===== config.mk =====
export PLATFORM = sky130hd
export DESIGN_NAME = riscv_mule
export DESIGN_NICKNAME = d
export VERILOG_FILES = /design/src/rtl/riscv_mule.sv
export SDC_FILE = /design/constraint.sdc
export NUM_CORES = 1
export LEC_CHECK = 0
export BUFFER_PORTS_ARGS = -buffer_cell sky130_fd_sc_hd__buf_4
export CAP_MARGIN = 20
export CORE_UTILIZATION = 42
export CTS_BUF_LIST = sky130_fd_sc_hd__clkbuf_16
export DETAILED_ROUTE_END_ITERATION = 8
export PLACE_DENSITY = 0.66
export SLEW_MARGIN = 10
export SYNTH_ARGS = -nofsm -noshare
export SYNTH_HDL_FRONTEND = slang
export SYNTH_SLANG_ARGS = --single-unit

===== constraint.sdc =====
create_clock -name clk_i -period 4.34 [get_ports clk_i]
set_input_delay 0.868 -clock clk_i [delete_from_list [all_inputs] [get_ports clk_i]]
set_output_delay 0.868 -clock clk_i [all_outputs]
set_load 0.1 [all_outputs]

===== src/rtl/riscv_mule.sv =====
// Iterative RV32M multiplier (MUL/MULH/MULHSU/MULHU) with a ready/valid writeback port.
// Define MULE_RADIX4_EN to retire two multiplier bits per cycle instead of one.
module riscv_mule (
    input  logic        clk_i,
    input  logic        rst_i,
    input  logic        opcode_valid_i,
    input  logic [1:0]  opcode_op_i,
    input  logic [31:0] opcode_ra_operand_i,
    input  logic [31:0] opcode_rb_operand_i,
    input  logic [4:0]  opcode_rd_idx_i,
    output logic        opcode_accept_o,
    input  logic        kill_i,
    output logic        writeback_valid_o,
    output logic [4:0]  writeback_rd_idx_o,
    output logic [31:0] writeback_value_o,
    input  logic        writeback_accept_i,
    output logic        busy_o,
    output logic [4:0]  busy_rd_idx_o
);

    localparam logic [1:0] STATE_IDLE = 2'd0;
    localparam logic [1:0] STATE_CALC = 2'd1;
    localparam logic [1:0] STATE_DONE = 2'd2;

`ifdef MULE_RADIX4_EN
    localparam logic [5:0] ITER = 6'd16;
    localparam int         STEP = 2;
`else
    localparam logic [5:0] ITER = 6'd32;
    localparam int         STEP = 1;
`endif

    logic [1:0]  state;
    logic [5:0]  count;
    logic [63:0] acc;
    logic [63:0] mcand;
    logic [31:0] mplier;
    logic        negate;
    logic [1:0]  op;
    logic [4:0]  rd_idx;
    logic        wb_valid;
    logic [4:0]  wb_rd;
    logic [31:0] wb_value;

    logic        a_signed;
    logic        b_signed;
    logic        a_neg;
    logic        b_neg;
    logic [31:0] mag_a;
    logic [31:0] mag_b;
    logic [63:0] acc_next;
    logic [63:0] product;
    logic [31:0] result;

    // Signs are stripped up front so the iteration is a plain unsigned shift-add.
    always_comb begin
        a_signed = (opcode_op_i == 2'b01) || (opcode_op_i == 2'b10);
        b_signed = (opcode_op_i == 2'b01);
        a_neg    = a_signed && opcode_ra_operand_i[31];
        b_neg    = b_signed && opcode_rb_operand_i[31];
        mag_a    = a_neg ? (~opcode_ra_operand_i + 32'd1) : opcode_ra_operand_i;
        mag_b    = b_neg ? (~opcode_rb_operand_i + 32'd1) : opcode_rb_operand_i;
    end

    always_comb begin
        acc_next = acc + (mplier[0] ? mcand : 64'd0);
`ifdef MULE_RADIX4_EN
        acc_next = acc_next + (mplier[1] ? {mcand[62:0], 1'b0} : 64'd0);
`endif
        product = negate ? (~acc + 64'd1) : acc;
        result  = (op == 2'b00) ? product[31:0] : product[63:32];
    end

    assign opcode_accept_o    = (state == STATE_IDLE) && !kill_i && !rst_i;
    assign busy_o             = (state == STATE_CALC) || (state == STATE_DONE);
    assign busy_rd_idx_o      = busy_o ? rd_idx : 5'd0;
    assign writeback_valid_o  = wb_valid;
    assign writeback_rd_idx_o = wb_rd;
    assign writeback_value_o  = wb_value;

    // The extra CALC cycle at count==0 applies the sign fix-up and registers the result.
    always_ff @(posedge clk_i) begin
        if (rst_i) begin
            state    <= STATE_IDLE;
            count    <= 6'd0;
            acc      <= 64'd0;
            mcand    <= 64'd0;
            mplier   <= 32'd0;
            negate   <= 1'b0;
            op       <= 2'b00;
            rd_idx   <= 5'd0;
            wb_valid <= 1'b0;
            wb_rd    <= 5'd0;
            wb_value <= 32'd0;
        end else begin
            case (state)
                STATE_IDLE: begin
                    if (opcode_valid_i && opcode_accept_o) begin
                        op     <= opcode_op_i;
                        rd_idx <= opcode_rd_idx_i;
                        negate <= a_neg ^ b_neg;
                        acc    <= 64'd0;
                        mcand  <= {32'd0, mag_a};
                        mplier <= mag_b;
                        count  <= ITER;
                        state  <= STATE_CALC;
                    end
                end
                STATE_CALC: begin
                    if (kill_i) begin
                        state <= STATE_IDLE;
                    end else if (count != 6'd0) begin
                        acc    <= acc_next;
                        mcand  <= mcand << STEP;
                        mplier <= mplier >> STEP;
                        count  <= count - 6'd1;
                    end else begin
                        wb_valid <= 1'b1;
                        wb_rd    <= rd_idx;
                        wb_value <= result;
                        state    <= STATE_DONE;
                    end
                end
                STATE_DONE: begin
                    if (kill_i || writeback_accept_i) begin
                        wb_valid <= 1'b0;
                        state    <= STATE_IDLE;
                    end
                end
                default: begin
                    wb_valid <= 1'b0;
                    state    <= STATE_IDLE;
                end
            endcase
        end
    end

endmodule


==> metrics.yaml, run 1 <==
outcome:
  outcome: "finished, final reports clean"
timing:
  hold_viol_final: 0
  tns_ns: 0
  skew_ns: 0.0117
  period_needed_ns: 3.83
  max_freq_mhz: 261
  rsz0062_at_grt: "no"
  setup_slack_ns: 0.512
  drv_slew: 0
  slew_headroom_pct: 29.6
  finalCritPeriodShare_pct: 88.2
  finalSetupViolCount: 0
  tightestPinTransition_ns: 1.06
clocking:
  post_cts_buffers: 0
  htree_num_levels: 1
  max-clock-path-buffers: 3
  numCtsBuffers: 26
  cts_tree: "built"
  path_clk_slew_ns: 0.06
  cts-root-buf: "clkbuf_16"
  hold_buffers: 0
  cts-resized-gates: 0
  worst_skew_pair.late_latency_ns: 0.55
  cts_sinks: 214
yosys:
  ys_warn_count: 0
  ys_seq_area_share_pct: 28.5
  yosysMostFrequentCell: "nand2_1"
  synth.top_cells.by_count: "nand2_1 (389), a21oi_1 (233), dfxtp_1 (214)"
  synth_fp_nets: 2248
  synth_cell_types: 77
  synthTopCellsByArea: "dfxtp_1 (28%), nand2_1 (9.7%), a21oi_1 (7.8%)"
  netlist_instances: 2099
  syn_area_um2: 15000
  synth_seq_cells: 214
  synth_edf_count: 0
  ys.flop_type: "dfxtp_1"
  synth_top_area_share_pct: 28.5
  async_flop_share_pct: 0
  syn_avg_cell_area_um2: 7.16
  synth_top_cell_by_area: "dfxtp_1"
cells_and_area:
  diodes: 0
  num-nets-final: 2292
  final_cell_count_no_fill: 2618
  drive_gt1_share_pct: 10.6
  final_util_pct: 49.3
  stdcell_area_um2: 17200
  syn2layout_area_growth_pct: 14.3
die:
  ios: 121
  fp.coreArea_um2: 34900
  die_area_um2: 36600
  die_w_um: 191
  die_y_um: 191
  initial_core_util_pct: 43.1
  row_count: 68
worst_setup_path:
  critPathLaunchType: "flop"
  crit_required_ns: 4.78
  crit_type: "flop to flop"
  worstSetupEndpointType: "flop"
  worst-endpoint-arrival_ns: 4.27
  crit_fanout: 47
route:
  wl_per_cell_um: 17.3
  firstDrtPassIters: 8
  vias_per_cell: 5.73
  drt-total-wl_um: 45400
  drtAntennaViolNets: 0
  drcViolationCount: 0
  drtIter0Drc: 1286
  vias: 15009
min_path:
  min_path_type: "flop to flop"
placed_design:
  dp.cells: 2570
  dp.final_hpwl_um: 33200
  place.port_buffers: 120
  post-place-ws_ns: 0.527
  place_congestion: 0.964
  dpl_cell_area_um2: 16300
global_routing:
  grt_antenna_before_repair: 0
  grt.overflow.total: 0
  grt_max_degree: 95
  grt_pass1_vias: 13847
  grt_usage_pct: 24.7
  grt_pass1_wl_um: 73600
power:
  p_per_area_nw_per_um2: 290
  peakVddDrop_mv: 0.265
  cellLeakagePower_nw: 6.86
flow_run:
  drv_cap: 0
==> layer usage <==
metal / global-route usage [%] / vias up / part of all wire (%)
met3: 2.97 / 59 / 5.6
met1: 33.6 / 7036 / 46
met2: 41.3 / 437 / 46
met5: 0 / - / 0
li1: - / 7477 / -
met4: 5.68 / 0 / 2.2
==> critical path, cell delays in order, from the launching register on <==
cell,delay (ns)
dfxtp_1,0.36
buf_12,0.18
and2_1,0.16
ha_1,0.42
a211oi_1,0.10
o311ai_0,0.64
a41oi_1,0.27
o2111ai_1,0.18
o21ai_0,0.11
a21oi_1,0.38
a31o_2,0.26
a211oi_1,0.07
o21ba_2,0.21
xnor2_1,0.12
a22o_1,0.20
==> final timing paths <==
| kind | startpoint | endpoint | slack [ns] | cells past startpoint |
|---|---|---|---|---|
| max | mplier[0] | acc[63] | 0.51 | 14 |
| min | mplier[12] | mplier[12] | 0.45 | 2 |
| max reg2reg | mplier[0] | acc[63] | 0.51 | 14 |
| min reg2reg | mplier[12] | mplier[12] | 0.45 | 2 |
==> placed cells by master (no fill, tap or decap), types with 12 or more instances in the layout <==
cell and instances:
xnor2_1 88, ha_1 71, a21o_1 43, buf_4 147, a31oi_1 23, nor2_1 139, nor3_1 47, clkbuf_16 27
and2_1 74, o21ai_0 176, a21oi_1 233, or3_1 19, a22oi_1 22, nor2b_1 14, nand3_1 59, o31ai_1 27
dfxtp_1 213, nand2b_1 12, nand4_1 14, xor2_1 73, nand2_1 388, a211oi_1 13, nor4_1 18, inv_1 33
o211ai_1 15
==> through the flow <==
stage | power, mW | hold WS (ns)
6_report | 4.98 | 0.451
5_1_grt | 5.17 | 0.466
4_1_cts | 5.02 | 0.453
3_5_place_dp | 2.74 | 0.445
3_3_place_gp | 2.72 | 0.441
2_1_floorplan | 2.52 | 0.432
==> registers in the layout, summed over array words and instances, names as in the netlist <==
register            count
op                      2
writeback_rd_idx_o      5
mplier                 32
writeback_value_o      32
count                   6
negate                  1
rd_idx                  5
mcand                  64
state                   2
acc                    64
writeback_valid_o       1
==> cell families (layout without fill, tap and decap cells) <==
family	count (synthesis)	after routing	share of synthesized area (%)
AOI/OAI and AO/OA	637	637	25.4
xor gates and xnor gates	161	161	9.38
adders and majority gates	73	73	6.12
buffers and inverters	166	230	4.15
DFF	214	214	28.5
muxes	4	4	0.266
and+or+nand+nor	844	844	26.2
==> where the power goes <==
| part | leakage (nW) | total (mW) | switching [mW] | internal (mW) |
|---|---|---|---|---|
| Clock | 0.429 | 2.29 | 0.924 | 1.36 |
| Sequential | 1.73 | 2.07 | 0.0479 | 2.02 |
| Combinational | 4.70 | 0.625 | 0.413 | 0.212 |
| Total | 6.86 | 4.98 | 1.38 | 3.60 |
==> cell type report <==
type / instances / area [µm²]
inverters: 33 / 124
well taps: 455 / 569
flip-flops and latches: 214 / 4290
repair buffers: 149 / 1140
clock inverters: 21 / 215
clock buffers: 27 / 676
fillers: 3516 / 17700
multi-input cells: 1719 / 10200
Note: power is estimated with default switching activity, not from simulation.
==> run 2: changes to the inputs <==
CELL_PAD_IN_SITES_DETAIL_PLACEMENT = 1   (was default)
CELL_PAD_IN_SITES_GLOBAL_PLACEMENT = 1   (was default)
PLACE_DENSITY = 0.84   (was 0.66)
==> run 2 against run 1 <==
Net effect:
- maximum frequency decreased by 0.68%
- sequential share of layout area is essentially flat
- utilization decreased by 0.057 points
- sequential cell count did not move
- critical path type unchanged
==> metrics.yaml, run 2 (synthesis results as in run 1) <==
outcome:
  outcome: "finished, final reports clean"
power:
  netSwitchingFraction_pct: 28.4
  peakVddDrop_mv: 0.295
  switchingPower_mw: 1.40
  clkPwrFrac_pct: 45.0
  pwr-share-comb_pct: 12.9
  p_per_area_nw_per_um2: 288
  p_int_mw: 3.54
  seqPwrFrac_pct: 42.1
  cellLeakagePower_nw: 6.88
global_routing:
  grt_pass1_wl_um: 83700
  grt_antenna_before_repair: 0
  grt_max_degree: 169
  grt_pass1_vias: 15468
  grt_usage_pct: 28.5
  grt.overflow.total: 0
worst_setup_path:
  crit_type: "flop to flop"
  worst-endpoint-arrival_ns: 4.26
  rr_worst_depth: 12
  worstSetupEndpointType: "flop"
  crit_fanout: 6
  crit_required_ns: 4.75
  critPathLaunchType: "flop"
clocking:
  path_clk_slew_ns: 0.06
  cts_sinks: 214
  numCtsBuffers: 27
  max-clock-path-buffers: 3
  htree_num_levels: 1
  post_cts_buffers: 0
  cts_tree: "built"
  cts-root-buf: "clkbuf_16"
  worst_skew_pair.late_latency_ns: 0.56
die:
  die_y_um: 191
  die_area_um2: 36600
  fp.coreArea_um2: 34900
  row_count: 68
  ios: 121
  die_w_um: 191
  initial_core_util_pct: 43.1
cells_and_area:
  diodes: 0
  top_regs: "acc x64, mcand x64"
  mostFrequentLayoutCells: "nand2_1 (388), a21oi_1 (233), dfxtp_1 (212), o21ai_0 (176), buf_4 (149)"
  stdcell_area_um2: 17200
  final_common_cell: "nand2_1"
  final_cell_count_no_fill: 2618
  drive_gt1_share_pct: 10.4
  syn2layout_area_growth_pct: 14.1
  num-nets-final: 2295
timing:
  tns_ns: 0
  finalSetupViolCount: 0
  period_needed_ns: 3.85
  slew_headroom_pct: 30.3
  tightestPinTransition_ns: 1.04
  drv_slew: 0
  skew_ns: 0.0161
  finalCritPeriodShare_pct: 88.8
  rsz0062_at_grt: "no"
  max_freq_mhz: 259
  hold_viol_final: 0
placed_design:
  dp.final_hpwl_um: 38900
  place.port_buffers: 120
  dp.cells: 2572
  place_congestion: 0.973
  dpl_cell_area_um2: 16300
route:
  drtIter0Drc: 978
  drt-total-wl_um: 52600
  wl_per_cell_um: 20.1
  firstDrtPassIters: 7
  vias_per_cell: 5.93
  drcViolationCount: 0
  drtAntennaViolNets: 0
  vias: 15523
flow_run:
  drv_cap: 0
min_path:
  min_path_type: "flop to flop"
  whs_path_depth: 1
run 2: cell types whose count changed in the layout (fill, tap and decap cells not counted), sizes merged:
| cell | previous run | this run |
|---|---|---|
| inv | 34 | 38 |
| buf | 149 | 151 |
| bufinv | 4 | 3 |
| clkinvlp | 5 | 0 |
run 2: worst paths after layout:
path	startpoint	end	slack [ns]
hold reg to reg	writeback_value_o[17]	writeback_value_o[17]	0.45
hold / removal	writeback_value_o[17]	writeback_value_o[17]	0.45
setup / recovery	acc[1]	writeback_value_o[4]	0.49
setup reg to reg	acc[1]	writeback_value_o[4]	0.49
run 2: worst max-delay path: stages, from the launching register on:
cell and delay, ns:
dfxtp_1 0.35, inv_1 0.12, ha_1 0.17, or3b_4 0.40, or4_4 0.47, nand2b_1 0.22, nor4_1 0.41, nand2_1 0.34
or2_1 0.39, o21ai_0 0.24, xnor2_1 0.14, o211ai_1 0.34, a21oi_1 0.11
run 2: power groups by stage:
stage                     Combinational (mW)  Clock, mW  Sequential [mW]
after floorplan                        0.404          0             2.12
after global placement                 0.610          0             2.12
after detailed placement               0.631          0             2.12
after CTS                              0.635       2.27             2.08
after global routing                   0.696       2.35             2.09
final                                  0.636       2.23             2.08
run 2: metrics by stage:
stage	total power [mW]	hold slack, ns	utilization, %	worst slack [ns]
global route	5.13	0.470	49.2	0.236
floorplan	2.52	0.432	-	0.267
global placement	2.73	0.438	46.7	0.358
finish	4.94	0.452	49.2	0.486
CTS	4.98	0.454	49.2	0.243
detailed placement	2.75	0.442	46.7	0.258
run 2: layout make-up:
cell class	count	area, µm²
fillers	4481	17700
multi-input cells	1719	10200
flip-flops and latches	214	4290
repair buffers	151	1160
clock buffers	27	676
well taps	455	569
clock inverters	19	179
inverters	33	124
run 2: layer usage:
| layer | track usage, % | wire [µm] |
|---|---|---|
| met1 | 38.3 | 24000 |
| met4 | 8.30 | 1310 |
| met3 | 3.12 | 2530 |
| met5 | 0 | 0 |
| met2 | 47.8 | 24800 |
run 2: timing repair:
action,4_1_cts,5_1_grt
gates resized for setup,0,1
endpoints found under the setup margin,0,15
hold buffers,0,0
